File: src/rtl/alu_bit_serial_ctrl.sv
// rtl/alu_bit_serial_ctrl.sv - bit-serial ALU initiator driving one external 1-bit slice
// Optional feature macro: ZERO_FLAG_EN (adds the zero output and its register).
module alu_bit_serial_ctrl #(
    parameter int WIDTH = 8
) (
    input  logic             clk,
    input  logic             rst_n,
    input  logic             start,
    input  logic [2:0]       op,
    input  logic [WIDTH-1:0] a_in,
    input  logic [WIDTH-1:0] b_in,
    output logic             busy,
    output logic             done,
    output logic [WIDTH-1:0] result,
    output logic             carry,
`ifdef ZERO_FLAG_EN
    output logic             zero,
`endif
    output logic [2:0]       slice_sel,
    output logic             slice_a,
    output logic             slice_b,
    input  logic             slice_dout,
    input  logic             slice_cout
);

    localparam int CW = (WIDTH > 1) ? $clog2(WIDTH) : 1;
    localparam logic [CW-1:0] LAST_BIT = CW'(WIDTH - 1);

    localparam logic [2:0] OP_AND  = 3'b000;
    localparam logic [2:0] OP_OR   = 3'b001;
    localparam logic [2:0] OP_ADD  = 3'b010;
    localparam logic [2:0] OP_SUB  = 3'b011;
    localparam logic [2:0] OP_LESS = 3'b100;

    typedef enum logic [1:0] {
        S_IDLE = 2'b00,
        S_RUN  = 2'b01,
        S_DONE = 2'b10
    } state_t;

    state_t            state_q, state_d;
    logic [2:0]        op_q;
    logic [WIDTH-1:0]  a_sh_q;
    logic [WIDTH-1:0]  b_sh_q;
    logic [WIDTH-1:0]  res_q;
    logic [CW-1:0]     cnt_q;
    logic              c_q;
    logic              carry_q;

    logic              accept;
    logic              running;
    logic              last_bit;
    logic [2:0]        sel_map;
    logic              is_less;
    logic              is_arith;
    logic              r_bit;
    logic              c_next;

    assign running  = (state_q == S_RUN);
    assign accept   = start && !running;
    assign last_bit = running && (cnt_q == LAST_BIT);
    assign is_less  = (op_q == OP_LESS);
    assign is_arith = (sel_map == OP_ADD) || (sel_map == OP_SUB);

    // LESS is an unsigned compare done as a subtract; unused opcodes fall back to ADD.
    always_comb begin
        sel_map = OP_ADD;
        case (op_q)
            OP_AND:  sel_map = OP_AND;
            OP_OR:   sel_map = OP_OR;
            OP_SUB:  sel_map = OP_SUB;
            OP_LESS: sel_map = OP_SUB;
            default: sel_map = OP_ADD;
        endcase
    end

    // The slice only gives a half add/sub, so the running carry/borrow is folded in here.
    always_comb begin
        r_bit  = slice_dout;
        c_next = 1'b0;
        if (sel_map == OP_ADD) begin
            r_bit  = slice_dout ^ c_q;
            c_next = slice_cout | (slice_dout & c_q);
        end else if (sel_map == OP_SUB) begin
            r_bit  = slice_dout ^ c_q;
            c_next = slice_cout | (~slice_dout & c_q);
        end
    end

    always_ff @(posedge clk or negedge rst_n) begin
        if (!rst_n) begin
            state_q <= S_IDLE;
        end else begin
            state_q <= state_d;
        end
    end

    always_comb begin
        state_d = state_q;
        case (state_q)
            S_IDLE:  state_d = accept ? S_RUN : S_IDLE;
            S_RUN:   state_d = last_bit ? S_DONE : S_RUN;
            S_DONE:  state_d = accept ? S_RUN : S_IDLE;
            default: state_d = S_IDLE;
        endcase
    end

    always_comb begin
        busy      = running;
        done      = (state_q == S_DONE);
        slice_sel = running ? sel_map : 3'b000;
        slice_a   = running & a_sh_q[0];
        slice_b   = running & b_sh_q[0];
    end

    always_ff @(posedge clk or negedge rst_n) begin
        if (!rst_n) begin
            op_q    <= 3'b000;
            a_sh_q  <= '0;
            b_sh_q  <= '0;
            res_q   <= '0;
            cnt_q   <= '0;
            c_q     <= 1'b0;
            carry_q <= 1'b0;
        end else if (accept) begin
            op_q    <= op;
            a_sh_q  <= a_in;
            b_sh_q  <= b_in;
            res_q   <= '0;
            cnt_q   <= '0;
            c_q     <= 1'b0;
            carry_q <= 1'b0;
        end else if (running) begin
            a_sh_q <= a_sh_q >> 1;
            b_sh_q <= b_sh_q >> 1;
            cnt_q  <= cnt_q + 1'b1;
            c_q    <= c_next;
            if (last_bit && is_less) begin
                res_q <= {{(WIDTH-1){1'b0}}, c_next};
            end else begin
                res_q <= {r_bit, res_q[WIDTH-1:1]};
            end
            if (last_bit) begin
                carry_q <= is_arith & ~is_less & c_next;
            end
        end
    end

    assign result = res_q;
    assign carry  = carry_q;

`ifdef ZERO_FLAG_EN
    logic zero_q;

    // For LESS the committed difference bits are discarded, so zero follows the compare outcome.
    always_ff @(posedge clk or negedge rst_n) begin
        if (!rst_n) begin
            zero_q <= 1'b0;
        end else if (accept) begin
            zero_q <= 1'b1;
        end else if (running) begin
            if (last_bit && is_less) begin
                zero_q <= ~c_next;
            end else if (r_bit) begin
                zero_q <= 1'b0;
            end
        end
    end

    assign zero = zero_q;
`endif

endmodule

File: config.mk
export PLATFORM = sky130hd
export DESIGN_NAME = alu_bit_serial_ctrl
export DESIGN_NICKNAME = d
export VERILOG_FILES = /design/src/rtl/alu_bit_serial_ctrl.sv
export SDC_FILE = /design/constraint.sdc
export NUM_CORES = 1
export LEC_CHECK = 0
export CORE_MARGIN = 2
export CORE_UTILIZATION = 44
export CTS_CLUSTER_SIZE = 20
export DETAILED_ROUTE_END_ITERATION = 16
export PLACE_DENSITY = 0.75
export SYNTH_ARGS = -nofsm -noshare
export SYNTH_HDL_FRONTEND = slang
export SYNTH_SLANG_ARGS = --single-unit
File: constraint.sdc
create_clock -name clk -period 1.3 [get_ports clk]
set_input_delay 0.26 -clock clk [delete_from_list [all_inputs] [get_ports clk]]
set_output_delay 0.26 -clock clk [all_outputs]
set_load 0.1 [all_outputs]
==> impl_metrics.csv, run 1 <==
group,metric,value,unit
status,status,"finished, violations left",
status,violations,"setup timing",
timing,period_needed,1.59,ns
cts,path_clk_slew,0.07,ns
layout,fin_cells,255,
worst_setup_path,path_class,"flip-flop to output port",
place,port_buffers,38,
timing,finalHoldViolCount,0,
cts,clock_path_buffers,2,
layout,n_antenna_cell,0,
place,dp_hpwl,2.48,mm
timing,max_freq,0.628,GHz
detailed_routing,drtIter0Drc,145,
floorplan,die_w,64.9,µm
grt,grt_overflow,0,
detailed_routing,drt_pass1_iterations,4,
worst_hold_path,hold_path.class,"input pin to async pin",
worst_setup_path,cp.required,1.04,ns
cts,numCtsBuffers,5,
detailed_routing,drtAntennaViolNets,0,
layout,utilization,72.8,%
timing,finalSetupViolCount,16,
cts,htree_levels,2,
grt,grt_use_total,19.6,%
logic_synthesis,synth.distinct_cells,31,
timing,timing.final.crit_share,123,%
timing,rsz0062_at_grt,"yes",
layout,drive_above_1_share,34.8,%
logic_synthesis,synthTopCellsByCount,"dfrtp_1, mux2i_1, nand2_1",
logic_synthesis,synth.area.top_cells,"dfrtp_1, mux2i_1, a22o_1",
logic_synthesis,ys_seq_elements,34,
flow_run,drv_cap,0,
cts,clock-sinks,34,
worst_setup_path,startpoint,"op_q[1]",
timing,finalWorstSetupSlack,-0.293,ns
worst_setup_path,endpoint_kind,"output port",
detailed_routing,drcViolationCount,0,
cts,cts.hold.buffers_added,0,
detailed_routing,viasPerCell,5.12,
grt,grt_pass1_wl,6.26,mm
logic_synthesis,synthesis.nets,171,
logic_synthesis,synth_edf_count,0,
logic_synthesis,yosysSeqAreaShare,52.2,%
floorplan,die_height,64.9,µm
floorplan,core_area,3610,µm²
detailed_routing,totalWireLength,3.75,mm
timing,drv_slew,0,
logic_synthesis,mappedNetlistArea,1630,µm²
detailed_routing,vias,1305,
floorplan,die_area,4210,µm²
worst_setup_path,critPathMaxFanout,4,
cts,clk_latency,0.28,ns
logic_synthesis,yosys.area.top_type,"dfrtp_1",
floorplan,ioPinCount,40,
cts,root_buffer,"clkbuf_8",
logic_synthesis,yosysWarnings,0,
place,routabilityCongestion,0.789,
layout,area_growth,61.0,%
cts,cts_tree,"built",
logic_synthesis,synth_most_common_cell,"dfrtp_1",
place,dpl.cell_count,239,
detailed_routing,wl_per_cell,14.7,µm
grt,grt_pass1_vias,1376,
floorplan,rows,22,
grt,grt_max_degree,35,
worst_setup_path,regToRegStartpoint,"cnt_q[0]",
logic_synthesis,synth-main-ff-cell,"dfrtp_1",
layout,final_nets,234,
logic_synthesis,synth_top_area_share,52.2,%
place,post-place-ws,-0.235,ns
grt,antenna_found_initial,0,
timing,skew,0.00691,ns
logic_synthesis,synth_cells,143,
logic_synthesis,avgSynthCellArea,11.4,µm²
worst_setup_path,crit_arrival,1.33,ns
worst_setup_path,startpoint_type,"flip-flop",
floorplan,start_util,45.2,%
logic_synthesis,async_reset_ff_share,100,%
## stage by stage
stage / TNS, ns / hold WS, ns / area (µm²)
after CTS: -2.58 / 0.347 / 2550
after global placement: -4.15 / 0.463 / 2370
final: -2.32 / 0.345 / 2630
after detailed placement: -5.17 / 0.472 / 2370
after global routing: -3.30 / 0.355 / 2630
after floorplan: -0.992 / -0.0356 / 1680
## cell usage in the layout (no fill, tap or decap), types with 3 or more instances in the layout
cell type,instances
dfrtp_2,3
clkbuf_8,5
mux2_1,3
dfrtp_1,31
mux2i_1,17
inv_1,4
buf_4,15
nor2_1,5
clkdlybuf4s50_1,23
a22o_1,8
nor2_4,3
nand2_1,16
buf_12,18
buf_6,7
o21ai_1,14
## routing by layer
| layer | track usage (%) | up-vias | part of all wire (%) |
|---|---|---|---|
| li1 | - | 627 | - |
| met1 | 21.6 | 627 | 38 |
| met2 | 34.0 | 42 | 54 |
| met3 | 6.08 | 9 | 5.2 |
| met4 | 9.57 | 0 | 2.0 |
| met5 | 0 | - | 0 |
## layout make-up
| cell class | instances | area, µm² |
|---|---|---|
| clock buffers | 5 | 68.8 |
| clock inverters | 3 | 40.0 |
| fillers | 230 | 981 |
| inverters | 6 | 33.8 |
| multi-input cells | 95 | 771 |
| flip-flops and latches | 34 | 855 |
| well taps | 48 | 60.1 |
| repair buffers | 64 | 797 |
## state kept, by name, indices dropped and copies added, names as in the netlist
name	cells
b_sh_q	8
c_q	1
result	8
a_sh_q	8
state_q	2
carry	1
op_q	3
cnt_q	3
## critical path, stage by stage, from the launching register on
cell	delay [ns]
dfrtp_2	0.46
nor3b_2	0.22
a21oi_2	0.06
nor2_4	0.12
buf_12	0.18
## cells by family after synthesis
kind of cell               after synthesis  share of synthesized area, %
muxes                                   22                          14.0
adders and majority gates                4                          3.07
DFF                                     34                          52.2
and+or+nand+nor                         35                          11.1
other                                    1                         0.230
buffers and inverters                   14                          5.07
AOI/OAI and AO/OA                       33                          14.3
## timing repair
item / in CTS / in global routing
pin swaps: 10 / 11
endpoints found under the setup margin: 26 / 18
cloned: 0 / 0
buffers inserted: 5 / 3
gates resized for setup: 9 / 9
## worst paths after layout
| kind | to | slack (ns) | cells past startpoint |
|---|---|---|---|
| min reg2reg | b_sh_q[2] | 0.49 | 2 |
| min in group clk | b_sh_q[2] | 0.49 | 2 |
| max | slice_sel[0] | -0.29 | 4 |
| max reg2reg | result[7] | -0.14 | 5 |
| min | c_q | 0.34 | 2 |
| max in group asynchronous | result[0] | 0.75 | 2 |
Power of run 1 is not shown: default switching activity piles up to over one toggle a cycle in this logic, so the estimate is an artifact.
==> run 2: changes to the inputs <==
--- a/config.mk
+++ b/config.mk
@@ -10,6 +10,7 @@
 export CTS_CLUSTER_SIZE = 20
 export DETAILED_ROUTE_END_ITERATION = 16
 export PLACE_DENSITY = 0.75
+export REMOVE_ABC_BUFFERS = 1
 export SYNTH_ARGS = -nofsm -noshare
 export SYNTH_HDL_FRONTEND = slang
 export SYNTH_SLANG_ARGS = --single-unit
==> impl_metrics.csv, run 2 (synthesis gave the netlist of run 1 again) <==
group,metric,value,unit
worst_setup_path,crit_arrival,1.30,ns
place,dpl_cell_area,2310,µm²
floorplan,die_area,4210,µm²
timing,skew,0.0101,ns
cts,numCtsBuffers,5,
power,p_per_area,2960,nW/µm²
cts,cts_tree,"built",
floorplan,core_area,3610,µm²
worst_setup_path,critPathMaxFanout,2,
grt,grt_overflow,0,
status,status,"finished, violations left",
power,ir_worst_vdd,1.76,mV
layout,n_antenna_cell,0,
timing,rsz0062_at_grt,"yes",
layout,nFillCells,250,
place,dp_hpwl,2.64,mm
worst_setup_path,path_class,"flip-flop to output port",
detailed_routing,wl_per_cell,16.0,µm
place,post-place-ws,-0.250,ns
status,violations,"setup timing",
layout,fin_cells,254,
detailed_routing,totalWireLength,4.07,mm
timing,drv_slew,0,
worst_setup_path,startpoint_type,"flip-flop",
timing,finalHoldViolCount,0,
cts,clock_path_buffers,2,
power,power,7.65,mW
cts,path_clk_slew,0.07,ns
timing,finalWorstSetupSlack,-0.263,ns
detailed_routing,drt_pass1_iterations,4,
worst_hold_path,hold_path.class,"input pin to async pin",
timing,setup_tns,-2.23,ns
layout,stdcell_area,2580,µm²
place,routabilityCongestion,0.820,
cts,clk_latency,0.29,ns
floorplan,rows,22,
detailed_routing,drtAntennaViolNets,0,
timing,max_freq,0.640,GHz
timing,finalSetupViolCount,16,
cts,htree_levels,2,
worst_setup_path,endpoint_kind,"output port",
layout,final_common_cell,"dfrtp_1",
layout,drive_above_1_share,32.5,%
floorplan,die_w,64.9,µm
grt,grt_pass1_vias,1354,
layout,final_cell_mix,"dfrtp_1, clkdlybuf4s50_1, buf_12",
layout,area_growth,58.4,%
flow_run,drv_cap,0,
timing,timing.final.crit_share,120,%
worst_setup_path,r2r_slack,-0.15,ns
cts,root_buffer,"clkbuf_8",
layout,final_nets,234,
detailed_routing,viasPerCell,5.19,
timing,period_needed,1.56,ns
worst_setup_path,worst_r2r_path_depth,5,
timing,hold_ws,0.332,ns
layout,multi_input_area,766,µm²
layout,seqCellArea,851,µm²
place,dpl.cell_count,237,
grt,grt_use_total,19.6,%
worst_setup_path,cp.required,1.04,ns
floorplan,die_height,64.9,µm
floorplan,ioPinCount,40,
cts,cts.hold.buffers_added,0,
place,port_buffers,38,
grt,grt_max_degree,35,
detailed_routing,vias,1318,
detailed_routing,drcViolationCount,0,
layout,utilization,71.6,%
power,p_leak,1.19,nW
worst_setup_path,regToRegStartpoint,"cnt_q[0]",
detailed_routing,drtIter0Drc,48,
floorplan,start_util,45.2,%
worst_setup_path,rr_endpoint,"result[7]",
grt,antenna_found_initial,0,
grt,grt_pass1_wl,6.21,mm
cts,clock-sinks,34,
## run 2: power breakdown
group / switching [mW] / internal [mW] / total (mW)
Combinational: 2.87 / 2.13 / 5.00
Clock: 0.375 / 0.359 / 0.734
Sequential: 0.405 / 1.51 / 1.91
Total: 3.65 / 3.99 / 7.65
## run 2: layout make-up
| type | count | area share, % |
|---|---|---|
| flip-flops and latches | 34 | 32.9 |
| repair buffers | 63 | 31.0 |
| multi-input cells | 96 | 29.7 |
| clock buffers | 5 | 2.66 |
| well taps | 48 | 2.33 |
| inverters | 6 | 1.07 |
| clock inverters | 2 | 0.388 |
## run 2: how the worst max path moves through the flow
stage                     cells past startpoint            to  startpoint
after floorplan                               2  slice_sel[0]  state_q[1]
after global placement                        5     result[7]  slice_dout
after detailed placement                      4     result[6]       start
after CTS                                     4  slice_sel[0]     op_q[1]
after global routing                          4  slice_sel[0]     op_q[2]
final                                         4  slice_sel[0]     op_q[1]
## run 2: metal layers
layer  vias up  wire length, µm  global-route usage (%)
met3        11              121                    2.95
met5         -                0                       0
met4         0              109                    9.84
met2        29             2120                    33.5
li1        629                -                       -
met1       649             1730                    24.0
## run 2: repair_timing
item,4_1_cts,5_1_grt
buffers inserted,4,5
cloned,0,2
setup endpoints to repair,21,26
pin swaps,12,9
resized for setup,19,9
## run 2: worst max-delay path, stage by stage (launching register included)
cell	delay [ns]
dfrtp_1	0.40
nor3b_2	0.21
a21oi_1	0.07
nor2_2	0.14
buf_12	0.19
No activity file was read; power rests on OpenSTA's default activity.
==> run 3: changes to the inputs <==
--- a/config.mk
+++ b/config.mk
@@ -6,10 +6,9 @@
 export NUM_CORES = 1
 export LEC_CHECK = 0
 export CORE_MARGIN = 2
-export CORE_UTILIZATION = 44
+export CORE_UTILIZATION = 35
 export CTS_CLUSTER_SIZE = 20
 export DETAILED_ROUTE_END_ITERATION = 16
-export PLACE_DENSITY = 0.75
 export REMOVE_ABC_BUFFERS = 1
 export SYNTH_ARGS = -nofsm -noshare
 export SYNTH_HDL_FRONTEND = slang
==> impl_metrics.csv, run 3 (synthesis gave the netlist of run 1 again) <==
group,metric,value,unit
status,status,"finished, violations left",
status,violations,"setup timing",
layout,n_antenna_cell,0,
detailed_routing,wl_per_cell,14.7,µm
timing,finalWorstSetupSlack,-0.247,ns
worst_setup_path,rr_endpoint,"result[0]",
flow_run,drv_cap,0,
floorplan,ioPinCount,40,
cts,path_clk_slew,0.07,ns
grt,grt_pass1_vias,1312,
worst_setup_path,regToRegStartpoint,"op_q[0]",
detailed_routing,drtIter0Drc,50,
cts,clk_latency,0.28,ns
power,p_per_area,2970,nW/µm²
grt,grt_use_total,15.8,%
worst_setup_path,cp.required,1.04,ns
grt,grt_max_degree,35,
detailed_routing,drtAntennaViolNets,0,
worst_setup_path,crit_arrival,1.29,ns
cts,root_buffer,"clkbuf_8",
layout,final_common_cell,"dfrtp_1",
floorplan,start_util,36.9,%
worst_setup_path,endpoint_kind,"output port",
timing,max_freq,0.647,GHz
worst_setup_path,critPathMaxFanout,6,
timing,finalSetupViolCount,18,
power,ir_worst_vdd,1.35,mV
timing,period_needed,1.55,ns
cts,cts_tree,"built",
cts,clock_path_buffers,2,
layout,final_nets,242,
layout,area_growth,64.2,%
timing,finalHoldViolCount,0,
cts,numCtsBuffers,5,
grt,grt_overflow,0,
timing,setup_tns,-2.68,ns
place,port_buffers,38,
floorplan,die_area,5220,µm²
worst_hold_path,hold_path.class,"input pin to async pin",
detailed_routing,vias,1313,
timing,rsz0062_at_grt,"yes",
layout,drive_above_1_share,34.9,%
layout,multi_input_area,776,µm²
worst_setup_path,startpoint_type,"flip-flop",
timing,skew,0.00426,ns
worst_setup_path,worst_r2r_path_depth,6,
cts,htree_levels,2,
worst_setup_path,path_class,"flip-flop to output port",
floorplan,die_height,72.3,µm
timing,timing.final.crit_share,119,%
place,routabilityCongestion,0.794,
floorplan,rows,24,
power,p_leak,1.23,nW
layout,seqCellArea,851,µm²
place,dp_hpwl,2.67,mm
grt,antenna_found_initial,0,
floorplan,core_area,4410,µm²
timing,drv_slew,0,
detailed_routing,drcViolationCount,0,
cts,clock-sinks,34,
floorplan,die_w,72.3,µm
detailed_routing,drt_pass1_iterations,4,
grt,grt_pass1_wl,6.30,mm
worst_setup_path,r2r_slack,-0.14,ns
detailed_routing,totalWireLength,3.92,mm
cts,cts.hold.buffers_added,0,
detailed_routing,viasPerCell,4.92,
layout,nFillCells,356,
timing,hold_ws,0.340,ns
layout,final_cell_mix,"dfrtp_1, buf_4, clkdlybuf4s50_1",
==> run 3: cell type report <==
| cell class | count | share of cell area [%] |
|---|---|---|
| flip-flops and latches | 34 | 31.8 |
| repair buffers | 71 | 31.7 |
| multi-input cells | 96 | 29.0 |
| clock buffers | 6 | 2.71 |
| well taps | 52 | 2.43 |
| clock inverters | 2 | 1.40 |
| inverters | 6 | 1.03 |
==> run 3: critical path, cell delays in order (launching register included) <==
cell	delay (ns)
dfrtp_1	0.39
nand2b_4	0.19
inv_6	0.11
and2_4	0.15
buf_12	0.16
==> run 3: worst max-delay path by stage <==
stage / start / to / slack (ns) / depth (start not counted)
after global placement: start / a_sh_q[5] / -0.21 / 4
after global routing: op_q[1] / slice_sel[0] / -0.29 / 4
final: state_q[1] / slice_b / -0.25 / 4
after detailed placement: start / a_sh_q[5] / -0.26 / 4
after floorplan: state_q[1] / slice_sel[0] / -0.94 / 2
after CTS: op_q[1] / slice_sel[0] / -0.26 / 4
==> run 3: timing repair <==
item                                   CTS  global route
endpoints found under the hold margin    0             0
setup endpoints to repair               18            22
setup buffers                            7             6
pin swaps                               16            13
cloned                                   1             1
resized for setup                       18            11
==> run 3: report_power, final <==
group / internal [mW] / switching [mW]
Sequential: 1.51 / 0.413
Combinational: 2.24 / 2.83
Clock: 0.572 / 0.383
==> run 3: metrics by stage <==
step / std cells / area [µm²] / utilization (%) / setup WS [ns] / power (mW)
2_1_floorplan: 135 / 1570 / - / -0.945 / 4.46
3_3_place_gp: 244 / 2320 / 52.6 / -0.215 / 6.18
3_5_place_dp: 244 / 2320 / 52.6 / -0.258 / 6.29
4_1_cts: 260 / 2550 / 57.9 / -0.255 / 7.57
5_1_grt: 267 / 2680 / 60.6 / -0.286 / 8.35
6_report: 267 / 2680 / 60.6 / -0.247 / 7.95
==> run 3: per-layer routing <==
metal	track usage [%]	part of all wire (%)
met1	19.4	42
met2	27.5	55
met3	2.92	2.1
met4	5.66	1.6
met5	0	0
